### src/rtl/score_keeper_pkg.sv
// Shared constants for the note scorer and the downstream level/glyph stage:
// state encodings, rest code, default penalties, score width and helpers.
package score_keeper_pkg;

  localparam logic [1:0] ST_IDLE    = 2'd0;
  localparam logic [1:0] ST_ARMED   = 2'd1;
  localparam logic [1:0] ST_MEASURE = 2'd2;
  localparam logic [1:0] ST_DONE    = 2'd3;

  localparam logic [3:0] REST_CODE = 4'd0;

  localparam int DEF_TIMEOUT_MS = 1000;
  localparam int DEF_MISS_PEN   = 100;
  localparam int DEF_WRONG_PEN  = 50;
  localparam int DEF_RT_SHIFT   = 3;

  localparam int SCORE_W = 14;
  localparam logic [SCORE_W-1:0] SCORE_MAX = {SCORE_W{1'b1}};

  localparam int STREAK_RT_LIMIT = 64;
  localparam int STREAK_BONUS    = 20;

  // Codes 8..15 behave like a rest.
  function automatic logic is_rest(input logic [3:0] code);
    return (code == REST_CODE) || code[3];
  endfunction

  function automatic logic [SCORE_W-1:0] sat_add(input logic [SCORE_W-1:0] a,
                                                 input logic [SCORE_W:0]   b);
    logic [SCORE_W:0] sum;
    sum = {1'b0, a} + b;
    return sum[SCORE_W] ? SCORE_MAX : sum[SCORE_W-1:0];
  endfunction

endpackage

### src/rtl/score_keeper_key_edge.sv
// Key press detector: registers the debounced keys once and classifies
// rising edges as a hit on the expected key or a wrong key.
module score_keeper_key_edge (
  input  logic       clk,
  input  logic       rst_n,
  input  logic [6:0] key_in,
  input  logic [2:0] exp_key,
  output logic [6:0] edges,
  output logic       hit,
  output logic       wrong
);

  logic [6:0] key_q;
  logic [6:0] target;

  always_ff @(posedge clk) begin
    if (!rst_n) begin
      key_q <= '0;
    end else begin
      key_q <= key_in;
    end
  end

  genvar gi;
  generate
    for (gi = 0; gi < 7; gi++) begin : g_target
      assign target[gi] = (exp_key == 3'(gi + 1));
    end
  endgenerate

  assign edges = key_in & ~key_q;
  assign hit   = |(edges & target);
  assign wrong = |(edges & ~target);

endmodule

### src/rtl/score_keeper.sv
// Per-note performance scorer. Optional build macro: SCORE_STREAK_EN
// (fast-note streak bonus); without it every correct note adds its reaction penalty.
module score_keeper
  import score_keeper_pkg::*;
#(
  parameter int TIMEOUT_MS = DEF_TIMEOUT_MS,
  parameter int MISS_PEN   = DEF_MISS_PEN,
  parameter int WRONG_PEN  = DEF_WRONG_PEN,
  parameter int RT_SHIFT   = DEF_RT_SHIFT
) (
  input  logic               clk,
  input  logic               rst_n,
  input  logic               tick_ms,
  input  logic               start,
  input  logic               note_start,
  input  logic [3:0]         exp_key,
  input  logic [6:0]         key_in,
  input  logic               song_end,
  output logic [SCORE_W-1:0] score,
  output logic               busy,
  output logic               note_done,
  output logic [7:0]         miss_cnt
);

  logic [1:0]         state, state_next;
  logic [2:0]         exp_note, exp_next;
  logic [9:0]         rt, rt_next;
  logic [SCORE_W-1:0] score_next;
  logic [7:0]         miss_next;
  logic               done_next;
  logic [6:0]         edges;
  logic               hit, wrong;
  logic               ev_miss, ev_wrong, ev_hit;
  logic [SCORE_W:0]   rt_pen;

`ifdef SCORE_STREAK_EN
  logic [1:0] streak, streak_next;
`endif

  score_keeper_key_edge u_key_edge (
    .clk     (clk),
    .rst_n   (rst_n),
    .key_in  (key_in),
    .exp_key (exp_note),
    .edges   (edges),
    .hit     (hit),
    .wrong   (wrong)
  );

  assign rt_pen = (SCORE_W + 1)'(rt >> RT_SHIFT);

  always_comb begin
    state_next = state;
    exp_next   = exp_note;
    rt_next    = rt;
    score_next = score;
    miss_next  = miss_cnt;
    done_next  = 1'b0;
    ev_miss    = 1'b0;
    ev_wrong   = 1'b0;
    ev_hit     = 1'b0;
`ifdef SCORE_STREAK_EN
    streak_next = streak;
`endif

    case (state)
      ST_ARMED: begin
        if (song_end) begin
          state_next = ST_DONE;
        end else if (note_start && !is_rest(exp_key)) begin
          exp_next   = exp_key[2:0];
          rt_next    = '0;
          state_next = ST_MEASURE;
        end
      end
      ST_MEASURE: begin
        if (song_end) begin
          ev_miss    = 1'b1;
          state_next = ST_DONE;
        end else if (note_start) begin
          // Open note is abandoned as a miss; the new note starts fresh.
          ev_miss    = 1'b1;
          exp_next   = exp_key[2:0];
          rt_next    = '0;
          state_next = is_rest(exp_key) ? ST_ARMED : ST_MEASURE;
        end else if (rt == 10'(TIMEOUT_MS)) begin
          ev_miss    = 1'b1;
          state_next = ST_ARMED;
        end else if (|edges) begin
          ev_wrong   = wrong;
          ev_hit     = hit && !wrong;
          state_next = ST_ARMED;
        end else if (tick_ms) begin
          rt_next = rt + 10'd1;
        end
      end
      default: ;
    endcase

    if (ev_miss || ev_wrong) begin
      score_next = sat_add(score, ev_miss ? (SCORE_W + 1)'(MISS_PEN) : (SCORE_W + 1)'(WRONG_PEN));
      miss_next  = (miss_cnt == 8'hFF) ? miss_cnt : miss_cnt + 8'd1;
      done_next  = 1'b1;
`ifdef SCORE_STREAK_EN
      streak_next = '0;
`endif
    end else if (ev_hit) begin
      done_next = 1'b1;
`ifdef SCORE_STREAK_EN
      if (rt < 10'(STREAK_RT_LIMIT)) begin
        if (streak == 2'd3) begin
          score_next  = (score < SCORE_W'(STREAK_BONUS)) ? '0 : score - SCORE_W'(STREAK_BONUS);
          streak_next = '0;
        end else begin
          score_next  = sat_add(score, rt_pen);
          streak_next = streak + 2'd1;
        end
      end else begin
        score_next  = sat_add(score, rt_pen);
        streak_next = '0;
      end
`else
      score_next = sat_add(score, rt_pen);
`endif
    end

    if (start) begin
      state_next = ST_ARMED;
      rt_next    = '0;
      score_next = '0;
      miss_next  = '0;
      done_next  = 1'b0;
`ifdef SCORE_STREAK_EN
      streak_next = '0;
`endif
    end
  end

  always_ff @(posedge clk) begin
    if (!rst_n) begin
      state     <= ST_IDLE;
      exp_note  <= '0;
      rt        <= '0;
      score     <= '0;
      miss_cnt  <= '0;
      note_done <= 1'b0;
      busy      <= 1'b0;
    end else begin
      state     <= state_next;
      exp_note  <= exp_next;
      rt        <= rt_next;
      score     <= score_next;
      miss_cnt  <= miss_next;
      note_done <= done_next;
      busy      <= (state_next == ST_ARMED) || (state_next == ST_MEASURE);
    end
  end

`ifdef SCORE_STREAK_EN
  always_ff @(posedge clk) begin
    if (!rst_n) begin
      streak <= '0;
    end else begin
      streak <= streak_next;
    end
  end
`endif

endmodule

### config.mk
export PLATFORM = sky130hd
export DESIGN_NAME = score_keeper
export DESIGN_NICKNAME = d
export VERILOG_FILES = /design/src/rtl/score_keeper_pkg.sv /design/src/rtl/score_keeper_key_edge.sv /design/src/rtl/score_keeper.sv
export SDC_FILE = /design/constraint.sdc
export NUM_CORES = 1
export LEC_CHECK = 0
export ABC_AREA = 1
export BUFFER_PORTS_ARGS = -buffer_cell sky130_fd_sc_hd__buf_2
export CORE_ASPECT_RATIO = 1.75
export CORE_MARGIN = 3
export CORE_UTILIZATION = 59
export DETAILED_ROUTE_END_ITERATION = 16
export PLACE_DENSITY_LB_ADDON = 0.25
export SKIP_CTS_REPAIR_TIMING = 1
export SLEW_MARGIN = 10
export SYNTH_ARGS = -nofsm -noshare
export SYNTH_HDL_FRONTEND = slang
export SYNTH_SLANG_ARGS = --single-unit
### constraint.sdc
create_clock -name clk -period 3.7 [get_ports clk]
set_input_delay 0.925 -clock clk [delete_from_list [all_inputs] [get_ports clk]]
set_output_delay 0.925 -clock clk [all_outputs]
set_load 0.01 [all_outputs]
==> results.toml <==
[outcome]
status = "complete, no violations"

[hold_path]
hold_class = "flip-flop to flip-flop"

[critical_path]
startpoint_type = "flip-flop"
endpoint_kind = "flip-flop"
required_ns = 3.97
cp_data_arrival_time_ns = 3.41
crit_type = "flip-flop to flip-flop"
path_max_fanout = 13

[logic_synthesis]
synth_top_cell_area_share = 0.2550
synth_edf_count = 0
yosysWarningCount = 0
async_flop_share = 0
synth_area_per_cell_um2 = 6.028
yosysTopAreaCell = "dfxtp_1"
synth_top_family_by_area = "simple AND/OR/NAND/NOR gates"
ys.flop_type = "dfxtp_1"
syn_nets = 634
yosysMostFrequentCell = "nand2_1"
synthCells = 599
synthAdderAreaFrac = 0.06653
synth_cell_types = 36
yosys.area_share.simple = 0.4376
yosysSeqAreaShare = 0.2550
synth-seq-cells = 46
ys_top_cells_by_count = "182 x nand2_1, 95 x inv_1, 82 x nand3_1, 47 x nor2_1, 46 x dfxtp_1"
synth_mux_area_frac = 0
yosys.area_share.xor_xnor = 0.02911
yosys-top-cells-area = "dfxtp_1 26%, nand2_1 19%, nand3_1 11%, inv_1 9.9%, ha_1 5.5%"
synth_area_mm2 = 0.003611
synth_compound_area_frac = 0.08143

[place]
dp_cells = 706
place_congestion = 0.9090
port_buffers = 40
dp_hpwl_um = 7173
pre_cts_slack_ns = 0.4159

[timing]
slew_violations = 0
finalHoldViolCount = 0
max_slew.worst_pin.slew_ns = 0.6603
fin_tns_setup_ns = 0
rsz0062_at_grt = "no"
fin_crit_ns = 3.148
fin_crit_sh = 0.8508
setup_viol = 0
fin_ws_ns = 0.5521
finClkSkew_ns = 0.004424
clock.fmax_mhz = 317.7
slew_headroom = 0.5586

[grt]
grt_antenna_before_repair = 0
overflow = 0
grtUsageTotal = 0.2677
grt_pass1_wl_um = 15260
grt_max_degree = 21
first_global_vias = 3606

[die]
fp.dieH_um = 109.5
std_cell_rows = 37
dieArea_mm2 = 0.007132
initial_core_util = 0.6094
placeableCoreArea_mm2 = 0.005926
die_w_um = 65.14
io_pins = 41

[clock_network]
cts_max_level = 2
clock-root-buffer = "clkbuf_8"
clockBufferDepth = 2
clock_sinks = 46
clock_latency_ns = 0.31
clk_pin_slew_ns = 0.09
numCtsBuffers = 5
cts_tree = "done"

[cells_and_area]
final_cell_count_no_fill = 714
areaGrowthSynthToFinish_pct = 8.732
final_nets = 670
fillers = 587
diodes = 0
drive_gt1_frac = 0.1085

[route]
num_vias = 3891
post_drt_wl_per_cell_um = 12.81
drc_errors = 0
first_iter_violations = 323
routed_via_density = 5.450
first_pass_iters = 7
postRouteAntennaNets = 0
wirelength_um = 9148

[pwr]
p_leak_nw = 2.098
p_per_area_mw_per_mm2 = 235.4
ir_drop_v = 0.0003279

[flow_run]
drv_cap = 0
[logic make-up after synthesis]
logic type | after synthesis
AND/OR/NAND/NOR | 357
buffers and inverters | 112
AO/OA/AOI/OAI | 54
flip-flops | 46
adder cells (fa/ha/maj) | 18
XOR/XNOR | 12
[cell type report]
cell class	count	area (µm²)	area share
Sequential cell	46	920.9	0.2345
Tap cell	78	97.59	0.02486
Clock buffer	5	68.82	0.01753
Inverter	96	360.3	0.09178
Multi-Input combinational cell	441	2220	0.5653
Timing Repair Buffer	45	237.7	0.06055
Clock inverter	3	21.27	0.005417
[flip-flops by register name, summed over array words and instances, names as in the netlist]
register          count
exp_note              3
score                14
rt                   10
state                 2
miss_cnt              8
u_key_edge.key_q      7
busy                  1
note_done             1
[power breakdown]
group	total (W)	internal (W)	switching [W]
clock network	0.000323	0.000133	0.000190
logic	0.0000907	0.0000305	0.0000602
registers	0.000511	0.000504	0.00000688
[worst paths after layout]
path,startpoint,end,slack (ns),cells past startpoint
min,miss_cnt[4],miss_cnt[4],0.52,2
min reg2reg,miss_cnt[4],miss_cnt[4],0.52,2
max reg2reg,rt[0],score[6],0.55,18
max,rt[0],score[6],0.55,18
[critical path, stage by stage (launching register included)]
cell,delay [ns]
dfxtp_1,0.46
inv_1,0.12
ha_1,0.21
nand2_1,0.06
nor2_1,0.04
nand3_1,0.12
nand3_1,0.13
nand2_2,0.25
inv_1,0.10
ha_1,0.38
nand2_1,0.10
o21a_1,0.22
nand2_1,0.16
nand3_2,0.23
inv_1,0.21
o21ai_0,0.11
nand3_1,0.09
nand2_1,0.05
inv_1,0.06
[per-stage QoR]
step                      total power [W]  utilization  hold slack, ns  cell area [µm²]
final                           0.0009243       0.6626          0.5181             3926
after global routing            0.0009618       0.6626          0.5519             3926
after CTS                       0.0009333       0.6626          0.5165             3926
after detailed placement        0.0006124       0.6474          0.5004             3836
after global placement          0.0006099       0.6474          0.4914             3836
after floorplan                 0.0005871            -          0.4824             3611
[metal layers]
layer	vias to the layer above	wire, µm	track usage
met5	-	0	0
met4	0	310	0.1320
met3	37	396	0.04601
met2	122	4989	0.5304
met1	1754	3452	0.2575
li1	1978	-	-
[cells in the final DEF (no fill, tap or decap), types with 3 or more instances in the layout]
cell,n
dfxtp_1,46
a21oi_1,27
buf_2,40
clkbuf_8,5
inv_1,95
nand3_1,82
xor2_1,7
nor2_1,47
nand3_2,4
nor3_1,11
buf_4,5
o21ai_0,16
nand2_1,182
nand2_2,4
xnor2_1,5
nand4_1,19
ha_1,16
a21oi_2,3
No activity file was read; power rests on OpenSTA's default activity.
